<file path="src/rtl/matmul_delay_line.sv">
// matmul_delay_line: WIDTH x DEPTH shift register with asynchronous and synchronous clear.
//   clk    in  clock, rising edge
//   rst    in  asynchronous clear, active-high
//   flush  in  synchronous clear of every stage
//   din    in  WIDTH  data entering stage 0
//   dout   out WIDTH  data leaving the last stage, DEPTH edges after entry
module matmul_delay_line #(
    parameter int unsigned WIDTH = 129,
    parameter int unsigned DEPTH = 3
) (
    input  logic             clk,
    input  logic             rst,
    input  logic             flush,
    input  logic [WIDTH-1:0] din,
    output logic [WIDTH-1:0] dout
);

    logic [WIDTH-1:0] stage_q [DEPTH];

    always_ff @(posedge clk or posedge rst) begin
        if (rst) begin
            for (int unsigned i = 0; i < DEPTH; i++) begin
                stage_q[i] <= '0;
            end
        end else if (flush) begin
            for (int unsigned i = 0; i < DEPTH; i++) begin
                stage_q[i] <= '0;
            end
        end else begin
            stage_q[0] <= din;
            for (int unsigned i = 1; i < DEPTH; i++) begin
                stage_q[i] <= stage_q[i-1];
            end
        end
    end

    assign dout = stage_q[DEPTH-1];

endmodule

</file>
<file path="config.mk">
export PLATFORM = sky130hd
export DESIGN_NAME = matmul_delay_line
export DESIGN_NICKNAME = d
export VERILOG_FILES = /design/src/rtl/matmul_delay_line.sv
export SDC_FILE = /design/constraint.sdc
export NUM_CORES = 1
export LEC_CHECK = 0
export CAP_MARGIN = 30
export CELL_PAD_IN_SITES_DETAIL_PLACEMENT = 1
export CELL_PAD_IN_SITES_GLOBAL_PLACEMENT = 1
export CORE_MARGIN = 8
export CORE_UTILIZATION = 45
export DETAILED_ROUTE_END_ITERATION = 8
export MAX_ROUTING_LAYER = met4
export PLACE_DENSITY = 0.9
export SYNTH_ARGS = -nofsm -noshare
export SYNTH_HDL_FRONTEND = slang
export SYNTH_SLANG_ARGS = --single-unit
</file>
<file path="constraint.sdc">
create_clock -name clk -period 40.8 [get_ports clk]
set_clock_uncertainty 0.15 [all_clocks]
set_input_delay 8.16 -clock clk [delete_from_list [all_inputs] [get_ports clk]]
set_output_delay 8.16 -clock clk [all_outputs]
set_load 0.01 [all_outputs]
</file>
## Word level (Yosys, flattened, before mapping)

Index checks and enable logic that the tools add are counted.

- Bits in registers: 387
- Logic and storage cells: 4
- Output and inout bits: 129

- Mux-type cells: 1

Operators with widths:

| cell | number |
|---|---|
| two-way mux 387 bit | 1 |

## Logic depth before layout (Yosys ltp)

Gate-level depths: netlist of run 1.

- Depth after elaboration: 1
- Depth in mapped cells: 4

## Worst setup path before layout of run 1

OpenSTA, ideal clock, no wires.

- Path kind: input port to flip-flop
- Start point: in flush
- End point: reg stage_q, in the netlist dout[100]
- Buffers on the path: 3
- Stages: 4
- Path slack: 31.909 ns
- Required time: 40.532 ns
- Arrival time: 8.623 ns
- Setup time: 0.118 ns
- Path through: buf_4 -> buf_6 -> buf_6 -> nor2b_1

- Longest elaborated chain between the ends: 1

RTL lines:

| what | RTL line | RTL |
|---|---|---|
| start: declaration | 13 | `input logic flush,` |
| two-way mux 387 bit | 25 | `end else if (flush) begin` |
| end signal: indexed assignment | 32 | `stage_q[i] <= stage_q[i-1];` |
| end: declaration | 18 | `logic [WIDTH-1:0] stage_q [DEPTH];` |

Every way passes these cells.

==> results of run 1 <==
==> metrics by stage <==
step                      worst slack, ns  power (mW)  hold slack (ns)  area (µm²)   util
after global placement              30.05       0.454            0.291       15300  0.515
final                               30.88       0.791            0.295       16600  0.560
after global routing                30.58       0.824            0.324       16600  0.560
after floorplan                     21.73       0.438            0.289       13500      -
after detailed placement            30.11       0.458            0.299       15300  0.516
after CTS                           30.65       0.803            0.304       16500  0.557
==> metal layers <==
metal  part of all wire  up-vias  GRT usage
met5                  0        -          -
met2               0.54      176      0.281
met3              0.048       70     0.0366
met1               0.37     3333      0.175
met4              0.041        0     0.0731
li1                   -     2989          -
==> sequential cells by signal, summed over array words and instances, names as in the netlist <==
name / count
stage_q: 258
dout: 129
==> cells in the mapped netlist (all sizes together) <==
master,number
dfrtp,387
nor2b,387
buf,172
inv,1
==> path summary, 6_finish.rpt <==
path	endpoint	depth (start not counted)
setup / recovery	stage_q[166]	4
hold reg to reg	dout[6]	1
min in group asynchronous	stage_q[219]	2
hold / removal	dout[6]	1
setup reg to reg	stage_q[229]	1
max in group clk	dout[56]	1
==> power groups by stage <==
stage          logic [mW]  clock network [mW]  registers (mW)
3_5_place_dp       0.0484                   0           0.409
2_1_floorplan      0.0305                   0           0.408
5_1_grt            0.0529               0.368           0.404
3_3_place_gp       0.0458                   0           0.408
4_1_cts            0.0489               0.352           0.403
6_report           0.0478               0.341           0.402
==> area by class of cell <==
| type | count | area, µm² | area share |
|---|---|---|---|
| antenna | 6 | 15.0 | 0.000905 |
| inverter | 1 | 11.3 | 0.000679 |
| tap | 390 | 488 | 0.0294 |
| clock inverter | 9 | 56.3 | 0.00339 |
| sequential | 387 | 9680 | 0.584 |
| timing repair buffer | 267 | 2730 | 0.164 |
| multi-input combinational | 387 | 2420 | 0.146 |
| clock buffer | 59 | 1180 | 0.0714 |
==> kinds of logic after synthesis <==
kind of cell / synth area share
and+or+nand+nor: 0.179
buffers and inverters: 0.105
DFF: 0.716
==> layout by cell type, fill, tap and decap left out, drive strengths merged <==
| cell | count |
|---|---|
| nor2b | 387 |
| dfrtp | 387 |
| clkdlybuf4s50 | 259 |
| clkbuf | 59 |
| buf | 8 |
| clkinv | 7 |
| diode | 6 |
| inv | 3 |
==> out/qor.csv, run 1 <==
metric;value;unit
status;finished, final reports clean;
syn_inst;947;
cts_made_buffers;40;
min_from;stage_q[135];
pwr-share-comb;0.060;
max_cap_violations;0;
yosys_warnings;0;
ant_nets;0;
gp_congestion;0.731;
start_util;0.456;
r2r_setup_slack;39.95;ns
powerDensity;47.7;nW/µm²
worstSetupStartpoint;rst;
place_inst;1430;
vias;6568;
seq_power_share;0.509;
cp.required;41.16;ns
synth_area_leaders;dfrtp_1 72%, nor2b_1 18%, buf_4 7.2%;
cts_buffer_depth;3;
overflow;0;
instances_no_fill;1506;
regToRegStartpoint;stage_q[358];
fin_nets;1216;
drv_slew;0;
syn_to_final_growth;22.6;%
track_usage;0.162;
fmax;0.101;GHz
clk_latency;0.52;ns
critPathArrivalTime;10.28;ns
yosysSeqAreaShare;0.716;
cts_resized;0;
fin_crit_sh;0.243;
hold_path.class;register to register;
switchingPower;167;µW
drt_iter0_drc;383;
ys_seq_elements;387;
cts_setup_buffers;0;
grt_pass1_wl;43500;µm
path_clk_slew;0.06;ns
drt-pass1-iter-count;4;
fp.dieH;189;µm
yosysTopAreaCellShare;0.716;
port_buffers;260;
nFillCells;2873;
wl;28100;µm
die_w;189;µm
grt_max_degree;251;
rsz0062_at_grt;false;
irDropWorstVdd;29.5;µV
final_layout_size_suffix_gt1_frac;0.0613;
viasPerCell;4.36;
die_area;35900;µm²
syn_avg_cell_area;14.3;µm²
p_int;624;µW
cp-start-kind;primary input;
setup_viol;0;
grt_pass1_vias;7642;
cts_tree;built;
p_clk_frac;0.431;
avgRoutedWirePerCell;18.7;µm
hold_buffers;0;
cts_max_level;2;
syn_area;13500;µm²
setup_tns;0;ns
yosys.area.top_type;dfrtp_1;
cts_root_buf;clkbuf_16;
io-pin-count;261;
crit_path_max_incr_delay;0.80;ns
p_sw_frac;0.211;
drcViolationCount;0;
worstSetupPathType;primary input to async pin;
crit_chain;clkdlybuf4s50_1, inv_8, buf_16, buf_4;
slew_headroom;0.308;
min_period;9.92;ns
cp_max_fo;127;
end_kind;async pin;
antenna_found_initial;6;
p_leak;7.67;nW
core;29600;µm²
tightest_slew;1.04;ns
hold_viol;0;
hpwl;18900;µm
path_delay_family;buffers and inverters;
clock-sinks;387;
crit_buf_inv;4;
slowest_stage;buf_4;
syn-num-nets;1079;
num_rows;63;
yosysUniqueCellTypes;6;
Power figures use the tool's default switching activity.
==> inputs of run 2 (changes only) <==
--- a/config.mk
+++ b/config.mk
@@ -9,10 +9,10 @@
 export CELL_PAD_IN_SITES_DETAIL_PLACEMENT = 1
 export CELL_PAD_IN_SITES_GLOBAL_PLACEMENT = 1
 export CORE_MARGIN = 8
-export CORE_UTILIZATION = 45
+export CORE_UTILIZATION = 38
 export DETAILED_ROUTE_END_ITERATION = 8
 export MAX_ROUTING_LAYER = met4
-export PLACE_DENSITY = 0.9
+export PLACE_DENSITY = 0.82
 export SYNTH_ARGS = -nofsm -noshare
 export SYNTH_HDL_FRONTEND = slang
 export SYNTH_SLANG_ARGS = --single-unit
==> constraint.sdc (replaced) <==
create_clock -name clk -period 8 [get_ports clk]
set_clock_uncertainty 0.15 [all_clocks]
set_input_delay 1.6 -clock clk [delete_from_list [all_inputs] [get_ports clk]]
set_output_delay 1.6 -clock clk [all_outputs]
set_load 0.01 [all_outputs]
==> run 2 against run 1 <==
Effect of this change:
- routed wire length down 4.0%
- via count is 1.9% lower
- count of clock-buffer cells in the layout shrank 2
- cell count increased by 4.6%
- first-iteration DRC count shrank 36%
- final area grew 0.41%
- sequential share of layout area down 0.24 points
- worst hold slack better by 0.0043 ns
- utilization is 8.8 points lower
- combinational power rose to 5.0 times the previous value
- critical path type unchanged
- highest routed layer unchanged
==> out/qor.csv, run 2 (synthesis gave the netlist of run 1 again) <==
metric;value;unit
avgRoutedWirePerCell;17.2;µm
cp.required;8.45;ns
drcViolationCount;0;
cp-start-kind;primary input;
hpwl;17900;µm
num_rows;69;
grtUsageMet2;0.232;
hold_ws;0.299;ns
cts_setup_buffers;0;
cp_max_fo;53;
rsz0062_at_grt;false;
grt_util_met3;0.0305;
use_met1;0.141;
track_usage;0.131;
hold_buffers;0;
drt_iter0_drc;247;
cts_max_level;2;
die_w;205;µm
powerDensity;244;nW/µm²
cts_made_buffers;41;
largest_register_ff_count;258;
cts_buffer_depth;3;
hold_viol;0;
clk_latency;0.53;ns
fmax;0.297;GHz
start_util;0.383;
fp.dieH;205;µm
layout_common_cells;387 x nor2b_1, 387 x dfrtp_1, 259 x clkdlybuf4s50_1;
gp_congestion;0.733;
fin_nets;1215;
p_leak;7.65;nW
setup_viol;0;
syn_to_final_growth;23.1;%
max_cap_violations;0;
critPathArrivalTime;3.82;ns
final_core_util;0.472;
grt_pass1_vias;7309;
slew_headroom;0.239;
clock-sinks;387;
tightest_slew;1.14;ns
ant_nets;0;
wl;27000;µm
drv_slew;0;
p_int;3.21;mW
pwr-share-comb;0.059;
cts_resized;0;
io-pin-count;261;
place_ws;4.00;ns
core;35300;µm²
final_layout_size_suffix_gt1_frac;0.0613;
p_sw_frac;0.212;
overflow;0;
switchingPower;863;µW
end_kind;async pin;
antenna_found_initial;5;
port_buffers;260;
setup_tns;0;ns
hold_path.class;register to register;
status;finished, final reports clean;
top_usage_layer;met2;
path_clk_slew;0.06;ns
cts_root_buf;clkbuf_16;
cts_tree;built;
top_register;stage_q;
nFillCells;3553;
vias;6444;
fin_crit_sh;0.421;
power;4.07;mW
p_clk_frac;0.438;
min_period;3.37;ns
grt_max_degree;204;
seq_power_share;0.504;
finalWorstSetupSlack;4.63;ns
die_area;41900;µm²
worstSetupPathType;primary input to async pin;
irDropWorstVdd;154;µV
grt_pass1_wl;41600;µm
drt-pass1-iter-count;4;
viasPerCell;4.09;
## run 2: worst paths after layout
check	start	end	slack, ns	cells after the start
worst max-delay path	rst	dout[35]	4.63	4
worst min-delay path	stage_q[260]	stage_q[131]	0.30	1
worst max register to register	stage_q[165]	dout[36]	7.16	1
worst min register to register	stage_q[260]	stage_q[131]	0.30	1
max in group clk	dout[96]	dout[96]	4.77	1
min in group asynchronous	rst	dout[14]	1.38	2
## run 2: cell type report
class | instances | area, µm² | share of cell area
inverters | 1 | 7.51 | 0.000451
flip-flops and latches | 387 | 9680 | 0.582
repair buffers | 265 | 2680 | 0.161
multi-input cells | 387 | 2420 | 0.145
diodes | 5 | 12.5 | 0.000751
clock inverters | 12 | 103 | 0.00616
clock buffers | 57 | 1170 | 0.0700
well taps | 461 | 577 | 0.0346
## run 2: through the flow
step	instances	area [µm²]
floorplan	947	13500
global placement	1501	15400
detailed placement	1501	15400
CTS	1570	16600
global route	1575	16700
finish	1575	16700
## run 2: critical path, stage by stage
cell,delay (ns)
clkdlybuf4s50_1,0.46
clkinvlp_4,0.44
buf_4,0.63
buf_4,0.63
## run 2: power groups by stage
| stage | clock network, mW | registers [mW] | logic (mW) |
|---|---|---|---|
| 2_1_floorplan | 0 | 2.08 | 0.156 |
| 3_3_place_gp | 0 | 2.08 | 0.238 |
| 3_5_place_dp | 0 | 2.09 | 0.246 |
| 4_1_cts | 1.85 | 2.05 | 0.248 |
| 5_1_grt | 1.92 | 2.06 | 0.264 |
| 6_report | 1.78 | 2.05 | 0.239 |
## run 2: per-layer routing
layer  vias up  routed length, µm
met1      3255              10300
li1       2985                  -
met4         0                894
met3        60               1300
met5         -                  0
met2       144              14500
==> inputs of run 3 (changes only) <==
--- a/config.mk
+++ b/config.mk
@@ -9,10 +9,10 @@
 export CELL_PAD_IN_SITES_DETAIL_PLACEMENT = 1
 export CELL_PAD_IN_SITES_GLOBAL_PLACEMENT = 1
 export CORE_MARGIN = 8
-export CORE_UTILIZATION = 38
+export CORE_UTILIZATION = 42
 export DETAILED_ROUTE_END_ITERATION = 8
 export MAX_ROUTING_LAYER = met4
-export PLACE_DENSITY = 0.82
+export PLACE_DENSITY = 0.85
 export SYNTH_ARGS = -nofsm -noshare
 export SYNTH_HDL_FRONTEND = slang
 export SYNTH_SLANG_ARGS = --single-unit
==> constraint.sdc (replaced) <==
create_clock -name clk -period 3.4 [get_ports clk]
set_clock_uncertainty 0.15 [all_clocks]
set_input_delay 0.68 -clock clk [delete_from_list [all_inputs] [get_ports clk]]
set_output_delay 0.68 -clock clk [all_outputs]
set_load 0.01 [all_outputs]
==> run 3 against run 2 <==
Effect of this change:
- sequential power grew 140%
- sequential share of layout area is 0.67 points lower
- critical endpoint is now dout[127]
- die area fell by 8.8%
- clock power increased to 2.5 times the previous value
- count of clock-buffer cells in the layout is 4 higher
==> out/qor.csv, run 3 (synthesis gave the netlist of run 1 again) <==
metric;value;unit
status;finished, final reports clean;
wl;27500;µm
cts_resized;0;
fin_crit_sh;0.677;
start_util;0.428;
crit_path_max_incr_delay;0.56;ns
port_buffers;260;
vias;6519;
hold_buffers;0;
syn_to_final_growth;24.6;%
fp.dieH;195;µm
cts_max_level;2;
die_area;38200;µm²
crit_chain;clkdlybuf4s50_1;
drt_iter0_drc;230;
r2r_cells;1;
cts_tree;built;
slowest_stage;clkdlybuf4s50_1;
path_delay_family;buffers and inverters;
critPathArrivalTime;1.47;ns
tightest_slew;0.540;ns
end_kind;output pin;
worstSetupPathType;register to output pin;
hpwl;18700;µm
grt_pass1_wl;43200;µm
max_cap_violations;0;
drt-pass1-iter-count;4;
gp_congestion;0.739;
largest_register_ff_count;258;
cts_setup_buffers;0;
track_usage;0.149;
min_period;2.30;ns
cp_max_fo;1;
avgRoutedWirePerCell;18.0;µm
cts_buffer_depth;3;
place_ws;1.26;ns
grt_pass1_vias;7530;
hold_path.class;register to register;
die_w;195;µm
nFillCells;3084;
fin_nets;1226;
cts_root_buf;clkbuf_16;
antenna_found_initial;6;
fmax;0.435;GHz
rsz0062_at_grt;false;
path_clk_slew;0.06;ns
layout_common_cells;387 x nor2b_1, 387 x dfrtp_1, 259 x clkdlybuf4s50_1;
cp.required;2.57;ns
final_layout_size_suffix_gt1_frac;0.0756;
core;31600;µm²
cp-start-kind;register;
drv_slew;0;
holdPathStages;1;
viasPerCell;4.25;
overflow;0;
drcViolationCount;0;
crit_buf_inv;1;
powerDensity;589;nW/µm²
clk_latency;0.52;ns
irDropWorstVdd;268;µV
slew_headroom;0.640;
p_leak;7.78;nW
cts_made_buffers;41;
ant_nets;0;
io-pin-count;261;
setup_viol;0;
finalWorstSetupSlack;1.10;ns
worst-path-stages;1;
hold_viol;0;
power;9.92;mW
clock-sinks;387;
num_rows;65;
grt_max_degree;133;
top_register;stage_q;
## run 3: cell count changes in the layout (fill, tap and decap cells not counted), sizes merged
| cell | delta |
|---|---|
| buf | +11 |
| bufinv | +2 |
| clkbuf | +4 |
| clkinv | +1 |
| clkinvlp | +1 |
| diode | +1 |
| inv | -3 |
## run 3: cell type report
| type | count | area (µm²) | share of cell area |
|---|---|---|---|
| sequential | 387 | 9680 | 0.575 |
| timing repair buffer | 276 | 2820 | 0.167 |
| multi-input combinational | 387 | 2420 | 0.144 |
| clock buffer | 61 | 1230 | 0.0731 |
| tap | 402 | 503 | 0.0299 |
| clock inverter | 13 | 171 | 0.0102 |
| antenna | 6 | 15.0 | 0.000891 |
| inverter | 1 | 7.51 | 0.000446 |
## run 3: metrics by stage
stage          cell area, µm²  hold slack, ns  setup TNS, ns  std cells  utilization
2_1_floorplan           13500           0.289       -1019.33        947            -
3_3_place_gp            15400           0.289              0       1453        0.488
3_5_place_dp            15400           0.299              0       1453        0.488
4_1_cts                 16800           0.309              0       1527        0.532
5_1_grt                 16800           0.324              0       1533        0.533
6_report                16800           0.306              0       1533        0.533
## run 3: report_power, final
group          leakage, nW  switching, mW  total, mW  internal, mW
clock                0.688           1.77       4.51          2.74
combinational         1.93          0.267      0.581         0.313
sequential            5.17         0.0461       4.83          4.78
## run 3: final timing paths
check | start | end | slack, ns
setup / recovery | dout[127] | dout[127] | 1.10
hold / removal | stage_q[177] | dout[48] | 0.31
setup reg to reg | stage_q[288] | stage_q[159] | 2.58
hold reg to reg | stage_q[177] | dout[48] | 0.31
max in group asynchronous | rst | stage_q[176] | 1.85
min in group asynchronous | rst | stage_q[275] | 0.41
## run 3: metal layers
metal	up-vias	wire length (µm)	GRT usage
li1	3014	-	-
met1	3272	10500	0.159
met2	168	14800	0.259
met3	65	1270	0.0337
met4	0	1020	0.0685
met5	-	0	-
